--- src/rtl/spi_regs_pkg.sv ---
// Shared definitions for the SPI register-write controller: frame field positions,
// register address map and controller state encoding.
package spi_regs_pkg;

    localparam int ADDR_EN_OUT_7_0  = 0;
    localparam int ADDR_EN_OUT_15_8 = 1;
    localparam int ADDR_EN_PWM_7_0  = 2;
    localparam int ADDR_EN_PWM_15_8 = 3;
    localparam int ADDR_PWM_DUTY    = 4;

    localparam int FRAME_RW_BIT   = 15;
    localparam int FRAME_ADDR_MSB = 14;
    localparam int FRAME_ADDR_LSB = 8;
    localparam int FRAME_DATA_MSB = 7;
    localparam int FRAME_DATA_LSB = 0;

    typedef enum logic {
        ST_IDLE  = 1'b0,
        ST_CHECK = 1'b1
    } ctrl_state_t;

    function automatic logic addr_in_range(input logic [6:0] addr, input int num_regs);
        return int'(addr) < num_regs;
    endfunction

endpackage

--- src/rtl/spi_frame_fifo.sv ---
// Small synchronous frame FIFO; the head entry is presented combinationally and is
// captured into a register by the consumer when it pops.
module spi_frame_fifo #(
    parameter int WIDTH = 16,
    parameter int DEPTH = 2
) (
    input  logic             clk,
    input  logic             rst_n,
    input  logic             push,
    input  logic [WIDTH-1:0] push_data,
    input  logic             pop,
    output logic [WIDTH-1:0] head_data,
    output logic             full,
    output logic             empty
);
    localparam int AW = $clog2(DEPTH);

    logic [WIDTH-1:0] mem [DEPTH];
    logic [AW:0]      wr_ptr_reg;
    logic [AW:0]      rd_ptr_reg;
    logic             do_push;
    logic             do_pop;

    // A push while full is refused even if the same cycle pops.
    assign do_push = push && !full;
    assign do_pop  = pop && !empty;

    always_ff @(posedge clk) begin
        if (do_push) begin
            mem[wr_ptr_reg[AW-1:0]] <= push_data;
        end
    end

    always_ff @(posedge clk or negedge rst_n) begin
        if (!rst_n) begin
            wr_ptr_reg <= '0;
            rd_ptr_reg <= '0;
        end else begin
            if (do_push) wr_ptr_reg <= wr_ptr_reg + 1'b1;
            if (do_pop)  rd_ptr_reg <= rd_ptr_reg + 1'b1;
        end
    end

    assign empty     = (wr_ptr_reg == rd_ptr_reg);
    assign full      = (wr_ptr_reg[AW] != rd_ptr_reg[AW]) &&
                       (wr_ptr_reg[AW-1:0] == rd_ptr_reg[AW-1:0]);
    assign head_data = mem[rd_ptr_reg[AW-1:0]];

endmodule

--- src/rtl/spi_reg_ctrl.sv ---
// Register-write controller: queues SPI frames, decodes one frame every two clocks and
// updates the PWM configuration registers, shadowing selected ones until a period boundary.
module spi_reg_ctrl
    import spi_regs_pkg::*;
#(
    parameter int                  NUM_REGS   = 5,
    parameter int                  FIFO_DEPTH = 2,
    parameter logic [NUM_REGS-1:0] SYNC_MASK  = 5'b10000
) (
    input  logic        clk,
    input  logic        rst_n,
    input  logic        frame_valid,
    input  logic [15:0] frame_data,
    output logic        frame_ready,
    input  logic        period_start,
    output logic [7:0]  en_reg_out_7_0,
    output logic [7:0]  en_reg_out_15_8,
    output logic [7:0]  en_reg_pwm_7_0,
    output logic [7:0]  en_reg_pwm_15_8,
    output logic [7:0]  pwm_duty_cycle,
    output logic        commit_pending,
    output logic        err_addr,
    output logic [7:0]  err_cnt
);
    logic [15:0]         fifo_head;
    logic                fifo_full;
    logic                fifo_empty;
    logic                fifo_pop;
    ctrl_state_t         state_reg, state_next;
    logic [15:0]         frame_reg;
    logic                wr_en;
    logic                err_next;
    logic                err_addr_reg;
    logic [7:0]          err_cnt_reg;
    logic [6:0]          frame_addr;
    logic [7:0]          frame_wdata;
    logic [7:0]          active_vec [NUM_REGS];
    logic [NUM_REGS-1:0] dirty_vec;

    spi_frame_fifo #(
        .WIDTH (16),
        .DEPTH (FIFO_DEPTH)
    ) u_fifo (
        .clk       (clk),
        .rst_n     (rst_n),
        .push      (frame_valid),
        .push_data (frame_data),
        .pop       (fifo_pop),
        .head_data (fifo_head),
        .full      (fifo_full),
        .empty     (fifo_empty)
    );

    assign frame_ready = !fifo_full;
    assign frame_addr  = frame_reg[FRAME_ADDR_MSB:FRAME_ADDR_LSB];
    assign frame_wdata = frame_reg[FRAME_DATA_MSB:FRAME_DATA_LSB];

    always_ff @(posedge clk or negedge rst_n) begin
        if (!rst_n) begin
            state_reg <= ST_IDLE;
            frame_reg <= '0;
        end else begin
            state_reg <= state_next;
            if (fifo_pop) frame_reg <= fifo_head;
        end
    end

    always_comb begin
        state_next = state_reg;
        fifo_pop   = 1'b0;
        wr_en      = 1'b0;
        err_next   = 1'b0;
        case (state_reg)
            ST_IDLE: begin
                if (!fifo_empty) begin
                    fifo_pop   = 1'b1;
                    state_next = ST_CHECK;
                end
            end
            ST_CHECK: begin
                state_next = ST_IDLE;
                if (frame_reg[FRAME_RW_BIT]) begin
                    if (addr_in_range(frame_addr, NUM_REGS)) wr_en = 1'b1;
                    else                                      err_next = 1'b1;
                end
            end
            default: state_next = ST_IDLE;
        endcase
    end

    genvar gi;
    generate
        for (gi = 0; gi < NUM_REGS; gi++) begin : g_reg
            logic       wr_hit;
            logic [7:0] active_reg;

            assign wr_hit = wr_en && (frame_addr == 7'(gi));

            if (SYNC_MASK[gi]) begin : g_shadow
                logic [7:0] shadow_reg;
                logic       dirty_reg;
                // Commit uses the pre-write shadow; a same-cycle write re-arms dirty.
                always_ff @(posedge clk or negedge rst_n) begin
                    if (!rst_n) begin
                        active_reg <= '0;
                        shadow_reg <= '0;
                        dirty_reg  <= 1'b0;
                    end else begin
                        if (period_start && dirty_reg) begin
                            active_reg <= shadow_reg;
                            dirty_reg  <= 1'b0;
                        end
                        if (wr_hit) begin
                            shadow_reg <= frame_wdata;
                            dirty_reg  <= 1'b1;
                        end
                    end
                end
                assign dirty_vec[gi] = dirty_reg;
            end else begin : g_direct
                always_ff @(posedge clk or negedge rst_n) begin
                    if (!rst_n)      active_reg <= '0;
                    else if (wr_hit) active_reg <= frame_wdata;
                end
                assign dirty_vec[gi] = 1'b0;
            end

            assign active_vec[gi] = active_reg;
        end
    endgenerate

    always_ff @(posedge clk or negedge rst_n) begin
        if (!rst_n) begin
            err_addr_reg <= 1'b0;
            err_cnt_reg  <= '0;
        end else begin
            err_addr_reg <= err_next;
            if (err_next && err_cnt_reg != 8'hFF) err_cnt_reg <= err_cnt_reg + 8'd1;
        end
    end

    assign en_reg_out_7_0  = active_vec[ADDR_EN_OUT_7_0];
    assign en_reg_out_15_8 = active_vec[ADDR_EN_OUT_15_8];
    assign en_reg_pwm_7_0  = active_vec[ADDR_EN_PWM_7_0];
    assign en_reg_pwm_15_8 = active_vec[ADDR_EN_PWM_15_8];
    assign pwm_duty_cycle  = active_vec[ADDR_PWM_DUTY];
    assign commit_pending  = |dirty_vec;
    assign err_addr        = err_addr_reg;
    assign err_cnt         = err_cnt_reg;

endmodule

--- config.mk ---
export PLATFORM = sky130hd
export DESIGN_NAME = spi_reg_ctrl
export DESIGN_NICKNAME = d
export VERILOG_FILES = /design/src/rtl/spi_regs_pkg.sv /design/src/rtl/spi_frame_fifo.sv /design/src/rtl/spi_reg_ctrl.sv
export SDC_FILE = /design/constraint.sdc
export NUM_CORES = 1
export LEC_CHECK = 0
export CORE_MARGIN = 10
export CORE_UTILIZATION = 50
export CTS_CLUSTER_DIAMETER = 150
export DETAILED_ROUTE_END_ITERATION = 6
export PLACE_DENSITY = 0.75
export SLEW_MARGIN = 20
export SYNTH_ARGS = -nofsm -noshare
export SYNTH_HDL_FRONTEND = slang
export SYNTH_SLANG_ARGS = --single-unit
--- constraint.sdc ---
create_clock -name clk -period 2.7 [get_ports clk]
set_input_delay 0.54 -clock clk [delete_from_list [all_inputs] [get_ports clk]]
set_output_delay 0.54 -clock clk [all_outputs]
set_load 0.05 [all_outputs]
==> qor.yml <==
run_status:
  outcome: "finished, final reports clean"
min_path:
  hold_path_class: "primary input to async pin"
setup_path:
  cpMaxStageDelayCell: "clkdlybuf4s50_1"
  required_ps: 2160
  regToRegStartpoint: "frame_reg[14]"
  crit_path_max_fanout: 6
  worst_ep_arrival_time_ps: 1650
  crit_type: "flop to output port"
  critPathMaxStageDelay_ps: 840
  r2r_end: "en_reg_pwm_15_8[2]"
  crit_buf_inv: 1
  cp-end-kind: "output port"
  cp-start-kind: "flop"
  crit_chain: "clkdlybuf4s50_1"
  ff2ff_setup_slack_ps: 570
  rr_worst_depth: 4
  cpLargestDelayFamily: "buffers and inverters"
timing:
  min_period_ps: 2187
  tightest_slew_ps: 951.3
  slew_viol_final: 0
  hold_ws_ps: 323.7
  rsz0062_at_grt: "no"
  setup_viol_count_final: 0
  finClkSkew_ps: 10.03
  setup_tns_ps: 0
  hold_viol_final: 0
  relSlewSlack_pct: 36.58
  finalCritPeriodShare_pct: 81.01
  max_freq_mhz: 457.2
clocking:
  post_cts_resized: 0
  numClockSinks: 111
  root_buffer: "clkbuf_8"
  clockBufferDepth: 2
  cts_made_buffers: 9
  clk_latency_ps: 360
  cts_tree: "built"
  postCtsSetupBuffers: 0
  clkTransAtPathRegs_ps: 100
  htree_levels: 3
  cts-hold-fix-buffers: 0
finish:
  mostFrequentLayoutCell: "dfrtp_1"
  final_nets: 366
  largest_reg_flops: 32
  drive_above_1_share_pct: 21.71
  syn_to_final_growth_pct: 25.38
  fin_util_pct: 63.80
  antenna_cells: 0
  layout_common_cells: "dfrtp_1 (79), clkdlybuf4s50_1 (68), mux2_2 (49)"
die:
  rows: 33
  io-pin-count: 71
  coreArea_sq_um: 8175
  dieArea_sq_um: 12370
  die_w_um: 111.2
  die_h_um: 111.2
  start_util_pct: 50.89
drt:
  vias_per_cell: 5.156
  dr.pass1.iters: 4
  routed_wl_um: 7476
  antenna_left: 0
  vias: 2346
  drtIter0Drc: 86
  drc: 0
  routedWlPerCell_um: 16.43
global_routing:
  grt_pass1_vias: 2387
  grt_antenna_before_repair: 0
  busiest_layer: "met2"
  grt_max_degree: 80
  grtUsageMet2_pct: 19.66
  grt_pass1_wl_um: 12410
  met3_usage_pct: 3.084
  gr-usage-met1_pct: 15.22
  overflow: 0
  grt_usage_pct: 12.28
yosys:
  ys_warn_count: 0
  yosys.area.top_type: "dfrtp_1"
  synth_cell_types: 29
  yosys-top-cells-area: "dfrtp_1 (48%), edfxtp_1 (23%), mux2_2 (13%), mux2i_1 (3.8%), a21oi_1 (2.3%)"
  synth_top_family_by_area: "multiplexers"
  synth_compound_area_share_pct: 3.068
  muxShareOfSynthArea_pct: 17.11
  synth_area_sq_um: 4160
  ys_ff_latch: 111
  syn_avg_cell_area_sq_um: 15.64
  yosys.area_share.simple_pct: 5.805
  synth_nets: 287
  yosysTopAreaCellShare_pct: 47.52
  synthAdderAreaFrac_pct: 0.3008
  synthXorXnorAreaFrac_pct: 2.316
  syn_inst: 266
  ys_seq_area_share_pct: 70.62
place:
  hpwl_um: 5392
  gp_congestion: 0.7189
  port-buffer-count: 70
power:
  leakagePower_nw: 2.294
  p_per_area_nw_per_um2: 1001
  ir_worst_vdd_v: 0.0004339
run:
  drv_cap: 0
[worst max-delay path by stage]
stage | start | endpoint | slack [ps] | cells after the start
3_3_place_gp | frame_reg[14] | en_reg_pwm_15_8[6] | 640 | 4
2_1_floorplan | u_fifo.rd_ptr_reg[0] | u_fifo.mem[0][0] | 330 | 5
3_5_place_dp | frame_reg[14] | en_reg_pwm_15_8[2] | 580 | 4
4_1_cts | err_cnt[3] | err_cnt[3] | 470 | 1
6_report | err_cnt[3] | err_cnt[3] | 510 | 1
5_1_grt | err_cnt[3] | err_cnt[3] | 450 | 1
[logic make-up (layout without fill, tap and decap cells)]
| family | after synthesis | in the layout |
|---|---|---|
| muxes | 65 | 65 |
| buffers and inverters | 8 | 92 |
| AOI/OAI and AO/OA | 24 | 24 |
| DFF | 111 | 111 |
| xor gates and xnor gates | 11 | 11 |
| adders and majority gates | 1 | 1 |
| and+or+nand+nor | 46 | 46 |
[worst register-to-register path: cells and delay by family (launching register included)]
family        cells  cell delay (ps)
simple gates      3             1250
flops             1              390
mux               1              380
[metrics by stage]
step           worst slack [ps]  power [W]  std cells  instance area [sq um]
6_report                  512.8   0.005221        455                   5216
5_1_grt                   448.8   0.005555        455                   5216
4_1_cts                   474.8   0.005287        455                   5216
3_5_place_dp              580.0   0.004293        439                   5009
3_3_place_gp              640.3   0.004223        439                   5009
2_1_floorplan             331.1   0.003659        266                   4160
[area by class of cell]
type                       instances  area [sq um]
fill                             623          2959
sequential                       111          2938
multi-input combinational        147          1194
timing repair buffer              74         738.2
clock buffer                      11         151.4
tap                              105         131.4
clock inverter                     5         56.30
inverter                           2         7.507
[synthesized netlist by cell type]
library cell  instances
dfrtp_1              79
mux2_2               49
edfxtp_1             32
nor2_1               22
a21oi_1              19
mux2i_1              16
nand2_1               7
xor2_1                7
nand3_1               4
xnor2_1               4
clkbuf_1              3
a31oi_1               2
and3_1                2
buf_2                 2
inv_1                 2
nand3b_2              2
nor4_1                2
buf_1                 1
ha_1                  1
nand2b_1              1
nand4_1               1
nor2b_1               1
nor3_1                1
nor4_4                1
nor4b_1               1
o21a_1                1
o21ai_0               1
o21bai_1              1
or4_4                 1
[report_power, final]
group | internal (W) | switching (W) | leakage, nW
sequential | 0.00219 | 0.000326 | 1.33
combinational | 0.000662 | 0.00105 | 0.858
clock | 0.000478 | 0.000517 | 0.105
total | 0.00333 | 0.00189 | 2.29
[metal layers]
| layer | up-vias | share of wire [%] |
|---|---|---|
| li1 | 1121 | - |
| met1 | 1158 | 44 |
| met2 | 57 | 49 |
| met3 | 10 | 5.1 |
| met4 | 0 | 1.8 |
| met5 | - | 0 |
No activity file was read; power rests on OpenSTA's default activity.
